--- config.mk ---
export PLATFORM = sky130hd
export DESIGN_NAME = seq_divider_u
export DESIGN_NICKNAME = d
export VERILOG_FILES = /design/src/rtl/seq_divider_u.sv
export SDC_FILE = /design/constraint.sdc
export NUM_CORES = 1
export LEC_CHECK = 0
export CAP_MARGIN = 20
export CORE_MARGIN = 3
export CORE_UTILIZATION = 58
export DETAILED_ROUTE_END_ITERATION = 8
export DONT_BUFFER_PORTS = 1
export PLACE_DENSITY_LB_ADDON = 0.3
export RECOVER_POWER = 25
export SYNTH_ARGS = -nofsm -noshare
export SYNTH_HDL_FRONTEND = slang
export SYNTH_SLANG_ARGS = --single-unit
--- constraint.sdc ---
create_clock -name clk -period 2.1 [get_ports clk]
set_input_delay 0.42 -clock clk [delete_from_list [all_inputs] [get_ports clk]]
set_output_delay 0.42 -clock clk [all_outputs]
set_load 0.02 [all_outputs]
--- src/rtl/seq_divider_u.sv ---
// Unsigned restoring divider, one quotient bit per clock; SEQ_DIVIDER_ROUND_EN adds a round-half-up stage.
// Latency: DW+1 edges from acceptance (DW+2 with rounding), 1 edge for a zero divisor.
// Backpressure: result held in DONE until out_ready; no new operands accepted until back in IDLE.
module seq_divider_u #(
    parameter int DW = 24,
    parameter int VW = 12
) (
    input  logic          clk,
    input  logic          rst_n,
    input  logic          in_valid,
    output logic          in_ready,
    input  logic [DW-1:0] dividend,
    input  logic [VW-1:0] divisor,
    output logic          out_valid,
    input  logic          out_ready,
    output logic [DW-1:0] quotient,
    output logic [VW-1:0] remainder,
    output logic          div_zero,
    output logic          busy
);

    localparam int CW = (DW > 1) ? $clog2(DW) : 1;

`ifdef SEQ_DIVIDER_ROUND_EN
    typedef enum logic [1:0] {
        S_IDLE  = 2'd0,
        S_CALC  = 2'd1,
        S_DONE  = 2'd2,
        S_ROUND = 2'd3
    } state_t;
`else
    typedef enum logic [1:0] {
        S_IDLE = 2'd0,
        S_CALC = 2'd1,
        S_DONE = 2'd2
    } state_t;
`endif

    state_t        state_q, state_d;
    logic [CW-1:0] cnt_q, cnt_d;
    logic [VW-1:0] r_q, r_d;
    logic [DW-1:0] q_q, q_d;
    logic [VW-1:0] dvs_q, dvs_d;
    logic          dz_q, dz_d;

    // Trial value: partial remainder shifted left with the next dividend bit.
    logic [VW:0]   trial;
    logic          trial_ge;
    assign trial    = {r_q, q_q[DW-1]};
    assign trial_ge = (trial >= {1'b0, dvs_q});

    always_comb begin
        state_d = state_q;
        cnt_d   = cnt_q;
        r_d     = r_q;
        q_d     = q_q;
        dvs_d   = dvs_q;
        dz_d    = dz_q;
        case (state_q)
            S_IDLE: begin
                if (in_valid) begin
                    dvs_d = divisor;
                    if (divisor == '0) begin
                        q_d     = '1;
                        r_d     = dividend[VW-1:0];
                        dz_d    = 1'b1;
                        state_d = S_DONE;
                    end else begin
                        q_d     = dividend;
                        r_d     = '0;
                        cnt_d   = CW'(DW - 1);
                        dz_d    = 1'b0;
                        state_d = S_CALC;
                    end
                end
            end
            S_CALC: begin
                // Remainder stays below the divisor, so the difference fits in VW bits.
                r_d = trial_ge ? VW'(trial - {1'b0, dvs_q}) : trial[VW-1:0];
                q_d = {q_q[DW-2:0], trial_ge};
                if (cnt_q == '0) begin
`ifdef SEQ_DIVIDER_ROUND_EN
                    state_d = S_ROUND;
`else
                    state_d = S_DONE;
`endif
                end else begin
                    cnt_d = cnt_q - 1'b1;
                end
            end
`ifdef SEQ_DIVIDER_ROUND_EN
            S_ROUND: begin
                if (({r_q, 1'b0} >= {1'b0, dvs_q}) && !(&q_q)) begin
                    q_d = q_q + 1'b1;
                end
                state_d = S_DONE;
            end
`endif
            S_DONE: begin
                if (out_ready) begin
                    state_d = S_IDLE;
                end
            end
            default: state_d = S_IDLE;
        endcase
    end

    always_ff @(posedge clk or negedge rst_n) begin
        if (!rst_n) begin
            state_q <= S_IDLE;
            cnt_q   <= '0;
            r_q     <= '0;
            q_q     <= '0;
            dvs_q   <= '0;
            dz_q    <= 1'b0;
        end else begin
            state_q <= state_d;
            cnt_q   <= cnt_d;
            r_q     <= r_d;
            q_q     <= q_d;
            dvs_q   <= dvs_d;
            dz_q    <= dz_d;
        end
    end

    assign in_ready  = (state_q == S_IDLE);
    assign out_valid = (state_q == S_DONE);
    assign busy      = (state_q != S_IDLE);
    assign quotient  = q_q;
    assign remainder = r_q;
    assign div_zero  = dz_q;

endmodule
==> results by group, run 1 <==
Yosys
  • Most area-consuming cells after synthesis: dfrtp_1 (41%), nand2_1 (8.3%), o21ai_0 (6.8%)
  • Ys Warns: 0
  • Synth cell types: 59
  • Synth top area share: 41.3%
  • Cells after Synth: 397
  • FF+latch count, synth: 56
  • Fraction of registers with async set/reset: 100%
  • Seq/Total Area, Yosys: 41.3%
  • Main flop type after synthesis: dfrtp_1
  • Post-Syn Area: 3390 um2
  • Largest area contributor in the netlist: dfrtp_1
  • Count of flip-flops with a built-in enable after synthesis: 0
  • Mapped Nets: 452
  • Synthesized area per cell: 8.54 um2

STA
  • Fin. Hold Viols: 0
  • Max Clk Rate: 455 MHz
  • Final critical-path share of the clock period: 105%
  • Slew HR: 8.27%
  • Setup violators final: 7
  • Final Skew: 0.0112 ns
  • Final WS setup: -0.0996 ns
  • Post-route minimum period: 2.20 ns
  • RSZ-0062 raised after global routing: yes
  • Hold slack: 0.217 ns
  • Max-slew violations: 0
  • Worst-margin pin slew: 1.38 ns

Floorplan
  • Die W: 82.4 um
  • Core Region: 5570 um2
  • FP Rows: 27
  • Total I/O pin count: 80
  • Die Area: 6800 um2
  • Starting density of the core: 60.8%
  • Die H: 82.4 um

Route
  • Number of DRC markers in iteration 0: 468
  • WL/cell: 19.7 um
  • Post-route DRC: 0
  • Drt pass-1 iters: 6
  • Routed wire length: 9770 um
  • ANT nets after route: 0
  • Via density: 6.42
  • Vias: 3180

Finish
  • Layout cells sized above 1: 23.9%
  • Area delta synth->final: 18.8%
  • Final Util: 72.2%
  • Antenna cell count: 0
  • NumNets Final: 477

Critical path
  • Worst R2R Setup Slack: -0.1 ns
  • Critical path data arrival time: 2.42 ns
  • Startpoint Class: flip-flop
  • Maximum fanout along the worst path: 7
  • Critical Path RT: 2.32 ns
  • Critical path endpoint category: flip-flop
  • CP Class: flip-flop to flip-flop

CTS
  • CTS H-Tree Depth: 2
  • Clock Latency Late Sink: 0.32 ns
  • CTS tree: yes
  • CTS buffer count: 5
  • CTS max path bufs: 2
  • Clock transition at the registers of the reported paths: 0.10 ns
  • Clk sinks: 56
  • Clock Root Buffer: clkbuf_8

GRT
  • Vias in the first global route: 3105
  • Gr usage total: 27.8%
  • First-pass GRT wire length: 14300 um
  • Largest net degree at the start of global routing: 57
  • Grt total ovfl: 0
  • Initial antenna violation count: 0

Power and ir drop
  • Leakage power: 1.71 nW
  • Worst vdd ir: 0.000990 V
  • Power per standard cell area: 2170 nW/um2
  • Overall power: 0.00874 W

Placed design
  • Hpwl dp: 6570 um
  • I/O Buffers: 0
  • Placer Congestion: 0.863

Status
  • Failing checks: setup timing
  • Run status: complete, but fails checks

Worst hold path
  • Hold/Removal Path Class: primary input to flip-flop

Run
  • Max Cap Viol: 0
[layout by cell type, fill, tap and decap left out, types with 5 or more instances in the layout]
master    instances
nand2_1          74
dfrtp_1          55
o21ai_0          43
buf_4            38
nor2_1           37
inv_1            17
nor3_1           14
o31ai_1          13
a21oi_2           8
xnor2_1           8
a21oi_1           7
a221oi_2          7
clkbuf_8          7
nand3_1           6
ha_1              6
ha_4              6
o21ai_1           5
[final cells by class]
cell class | count | area (um2)
Multi-Input combinational cell | 297 | 2020
Fill cell | 407 | 1550
Sequential cell | 56 | 1400
Timing Repair Buffer | 41 | 312
Clock buffer | 7 | 96.3
Tap cell | 72 | 90.1
Inverter | 21 | 78.8
Clock inverter | 1 | 30.0
[logic make-up (layout without fill, tap and decap cells)]
| group | Yosys count | in the layout | share of synthesized area (%) |
|---|---|---|---|
| AND/OR/NAND/NOR | 158 | 159 | 20.6 |
| flip-flops | 56 | 56 | 41.3 |
| multiplexers | 1 | 1 | 0.332 |
| XOR/XNOR | 10 | 10 | 2.58 |
| adder cells (fa/ha/maj) | 15 | 15 | 5.76 |
| AO/OA/AOI/OAI | 112 | 112 | 23.3 |
| buffers and inverters | 45 | 70 | 6.09 |
[state kept, by name (all words and copies together) (netlist names)]
signal     cells
div_zero       1
cnt_q          5
remainder     12
quotient      24
state_q        2
dvs_q         12
[critical path, cell delays in order (launching register included)]
cell and delay (ns):
dfrtp_1 0.39, inv_2 0.08, ha_4 0.21, a21o_1 0.16
a211o_4 0.35, a311oi_4 0.29, and3_4 0.34, nand2b_1 0.08
a22o_1 0.19
[Yosys cell counts (6+ instances only)]
cell type and number:
a21oi_1 11, a221oi_2 7, clkbuf_1 14, dfrtp_1 56, ha_1 14, inv_1 20, nand2_1 75, nand3_1 6
nor2_1 37, nor3_1 15, o21ai_0 46, o31ai_1 13, xnor2_1 8
[final timing paths]
check                                            from                        to  cells past startpoint
worst max-delay path            dvs_q[10]$_DFFE_PN0P_  remainder[2]$_DFFE_PN0P_                      8
worst min-delay path                       divisor[3]      dvs_q[3]$_DFFE_PN0P_                      2
worst max register to register  dvs_q[10]$_DFFE_PN0P_  remainder[2]$_DFFE_PN0P_                      8
worst min register to register   dvs_q[6]$_DFFE_PN0P_      dvs_q[6]$_DFFE_PN0P_                      2
max in group asynchronous                       rst_n  remainder[5]$_DFFE_PN0P_                      2
min in group asynchronous                       rst_n   quotient[8]$_DFFE_PN0P_                      2
[power breakdown]
group          switching (W)  total (W)  internal (W)
combinational        0.00309    0.00559       0.00249
clock               0.000360   0.000782      0.000421
sequential          0.000746    0.00237       0.00163
total                0.00420    0.00874       0.00454
[stage by stage]
step,cell area [um2],std cells,TNS (ns),setup slack [ns]
finish,4030,495,-0.332,-0.0996
global route,4030,495,-1.20,-0.277
CTS,3890,493,-0.00434,-0.00434
detailed placement,3680,480,-0.0656,-0.0330
global placement,3680,480,0,0.0389
floorplan,3450,397,-0.0184,-0.0116
[metal layers]
metal  wire, um  vias up  track usage (%)
met5          0        -                0
met4        469        0             13.1
met3        938       55             7.92
met2       4840      213             47.8
met1       3530     1479             31.7
li1           -     1433                -
[timing repair]
item,in CTS,in global routing
cloned,1,0
buffers inserted,2,2
hold buffers,2,0
resized for setup,7,28
pin swaps,4,22
hold endpoints to repair,56,0
setup endpoints to repair,3,13
Note: power is estimated with default switching activity, not from simulation.
==> inputs of run 2 (changes only) <==
Settings changed: CORE_ASPECT_RATIO set to 1.5, RECOVER_POWER 25 to unset.
==> run 2 against run 1 <==
- the run still ends with setup timing left
- critical path type unchanged
- first-iteration DRC count fell by 42%
- worst hold slack improved by 0.0049 ns
- die area rose by 0.27%
- design area rose by 2.6%
- global-route usage rose by 0.80 points
- critical path depth did not move
- via count fell by 2.1%
==> results by group, run 2 (same netlist as run 1, synthesis figures left out) <==
Critical path
  • Maximum fanout along the worst path: 6 (-1)
  • Startpoint Class: flip-flop
  • Critical path data arrival time: 2.39 ns (-0.03 ns)
  • WP buf/inv: 1 (unchanged)
  • Worst r2r src: dvs_q[10]$_DFFE_PN0P_
  • Critical path endpoint category: flip-flop
  • Critical Path RT: 2.31 ns (about the same)
  • CP Class: flip-flop to flip-flop
  • Critical Path Source: dvs_q[10]$_DFFE_PN0P_
  • Critical path depth: 8 (unchanged)
  • Worst path top cell family by delay: compound AO/OA/AOI/OAI gates
  • R2R cell count: 8 (unchanged)
  • Max stage delay on crit path: 0.38 ns (about the same)
  • Crit-path slowest cell: dfrtp_1
  • Cell Chain, Critical Path: inv_2, ha_4, a21o_1, a211o_4, a311oi_4, and3_4, nand2b_1, a22o_1

Worst hold path
  • WHS Path Cells: 2 (unchanged)
  • Hold/Removal Path Class: primary input to flip-flop
  • Hold path start: divisor[5]

Finish
  • Register area: 1400 um2 (unchanged)
  • Area of the multi-input gates: 2070 um2 (+2.6%)
  • Fillcell total: 401 (-1.5%)
  • Non-Filler Instances: 500 (+1.0%)
  • Leading cell type in the layout, fill and taps excluded: nand2_1
  • Area delta synth->final: 21.9%
  • Max reg flops: 24 (unchanged)
  • Most frequent cells in the layout: nand2_1 (74), dfrtp_1 (55), buf_4 (46)
  • Layout cells sized above 1: 25.8% (+1.9 points)
  • NumNets Final: 486 (+1.9%)
  • Antenna cell count: 0 (unchanged)

Route
  • Metal2 WL: 4950 um (+2.4%)
  • Drt pass-1 iters: 5 (-1)
  • Via density: 6.22 (-3.1%)
  • WL/cell: 19.7 um (-0.45%)
  • Post-route DRC: 0 (unchanged)
  • DR WL met3: 726 um (-23%)
  • Number of DRC markers in iteration 0: 270 (-42%)
  • Highest metal layer with signal wires: met4
  • Routed wire length: 9830 um (+0.55%)
  • ANT nets after route: 0 (unchanged)
  • Vias: 3112 (-2.1%)
  • M1 WL: 3640 um (+3.1%)

CTS
  • CTS buffer count: 5 (unchanged)
  • CTS tree: yes
  • Clk sinks: 56 (unchanged)
  • Clock transition at the registers of the reported paths: 0.10 ns (about the same)
  • CTS H-Tree Depth: 2 (unchanged)
  • Clock Root Buffer: clkbuf_8
  • CTS max path bufs: 2 (unchanged)
  • Clock Latency Late Sink: 0.31 ns (about the same)

STA
  • Post-route minimum period: 2.18 ns (-0.0206 ns)
  • Final WS setup: -0.0790 ns (+0.0206 ns)
  • Worst-margin pin slew: 0.841 ns (-0.535 ns)
  • Setup violators final: 8 (+1)
  • Final Skew: 0.0134 ns (+0.00215 ns)
  • Max Clk Rate: 459 MHz (+0.95%)
  • Final critical-path share of the clock period: 104% (-0.98 points)
  • Max-slew violations: 0 (unchanged)
  • Slew HR: 43.7% (+35 points)
  • Setup TNS: -0.282 ns (+0.0506 ns)
  • Fin. Hold Viols: 0 (unchanged)
  • RSZ-0062 raised after global routing: yes
  • Hold slack: 0.222 ns (+0.00494 ns)

Floorplan
  • FP Rows: 33 (+22%)
  • Die Area: 6820 um2 (+0.27%)
  • Die W: 68.4 um (-17%)
  • Total I/O pin count: 80 (unchanged)
  • Starting density of the core: 60.8% (unchanged)
  • Core Region: 5570 um2 (unchanged)
  • Die H: 99.6 um (+21%)

Placed design
  • Placed cells: 481 (+0.21%)
  • I/O Buffers: 0 (unchanged)
  • Hpwl dp: 6660 um (+1.2%)
  • Placer Congestion: 0.926 (+7.3%)
  • Place WS: -0.0646 ns (-0.0315 ns)

Power and ir drop
  • Power per standard cell area: 2150 nW/um2 (-0.92%)
  • Leakage power: 1.75 nW (+2.3%)
  • Worst vdd ir: 0.000982 V (-0.78%)

GRT
  • First-pass GRT wire length: 14800 um (+3.2%)
  • Initial antenna violation count: 0 (unchanged)
  • Grt total ovfl: 0 (unchanged)
  • Gr usage total: 28.6% (+0.80 points)
  • Vias in the first global route: 2999 (-3.4%)
  • Largest net degree at the start of global routing: 57 (unchanged)

Run
  • Max Cap Viol: 0 (unchanged)

Status
  • Failing checks: setup timing
  • Run status: complete, but fails checks
run 2: cell count changes in the layout (fill, tap and decap cells not counted), moves of 2 or more:
cell | previous run | this run
ha_4 | 6 | 8
clkbuf_8 | 7 | 5
buf_4 | 38 | 46
o21ai_1 | 5 | 3
run 2: final cells by class:
cell class | instances | area share, %
clock buffers | 5 | 1.67
clock inverters | 1 | 0.727
inverters | 21 | 1.91
multi-input cells | 298 | 50.1
flip-flops and latches | 56 | 34.0
well taps | 70 | 2.12
repair buffers | 49 | 9.54
run 2: worst register-to-register path, cell delays in order, from the launching register on:
cell      delay [ns]
dfrtp_1         0.38
inv_2           0.08
ha_4            0.21
a21o_1          0.16
a211o_4         0.35
a311oi_4        0.28
and3_4          0.34
nand2b_1        0.08
a22o_1          0.19
run 2: repair_timing:
| item | in CTS | in global routing |
|---|---|---|
| pin swaps | 7 | 7 |
| endpoints found under the setup margin | 9 | 13 |
| hold buffers | 2 | 0 |
| setup buffers | 3 | 6 |
| gates resized for setup | 9 | 27 |
| gates cloned | 1 | 1 |
| endpoints found under the hold margin | 56 | 0 |
run 2: routing by layer:
| layer | up-vias | track usage, % |
|---|---|---|
| met3 | 39 | 7.34 |
| met5 | - | 0 |
| li1 | 1452 | - |
| met1 | 1483 | 34.4 |
| met4 | 0 | 14.5 |
| met2 | 138 | 45.9 |
run 2: path summary, 6_finish.rpt:
check | end | slack (ns)
setup / recovery | remainder[2]$_DFFE_PN0P_ | -0.08
hold / removal | dvs_q[5]$_DFFE_PN0P_ | 0.22
setup reg to reg | remainder[2]$_DFFE_PN0P_ | -0.08
hold reg to reg | dvs_q[0]$_DFFE_PN0P_ | 0.51
max in group asynchronous | remainder[5]$_DFFE_PN0P_ | 1.22
min in group asynchronous | remainder[10]$_DFFE_PN0P_ | 0.63
run 2: stage by stage:
stage	instance area [um2]	power, W	util, %
2_1_floorplan	3450	0.00580	-
3_3_place_gp	3700	0.00692	66.3
3_5_place_dp	3700	0.00708	66.3
4_1_cts	3900	0.00804	69.9
5_1_grt	4130	0.00949	74.1
6_report	4130	0.00889	74.1
run 2: where the power goes:
part           switching (W)  internal, W  leakage [nW]
Combinational        0.00315      0.00268          1.02
Clock               0.000340     0.000343        0.0501
Sequential          0.000739      0.00163         0.673
Total                0.00423      0.00466          1.75
==> inputs of run 3 (changes only) <==
Settings changed: CAP_MARGIN 20 to unset.
==> results of run 3 <==
The final DEF is identical to that of run 2; final timing and power are the same.
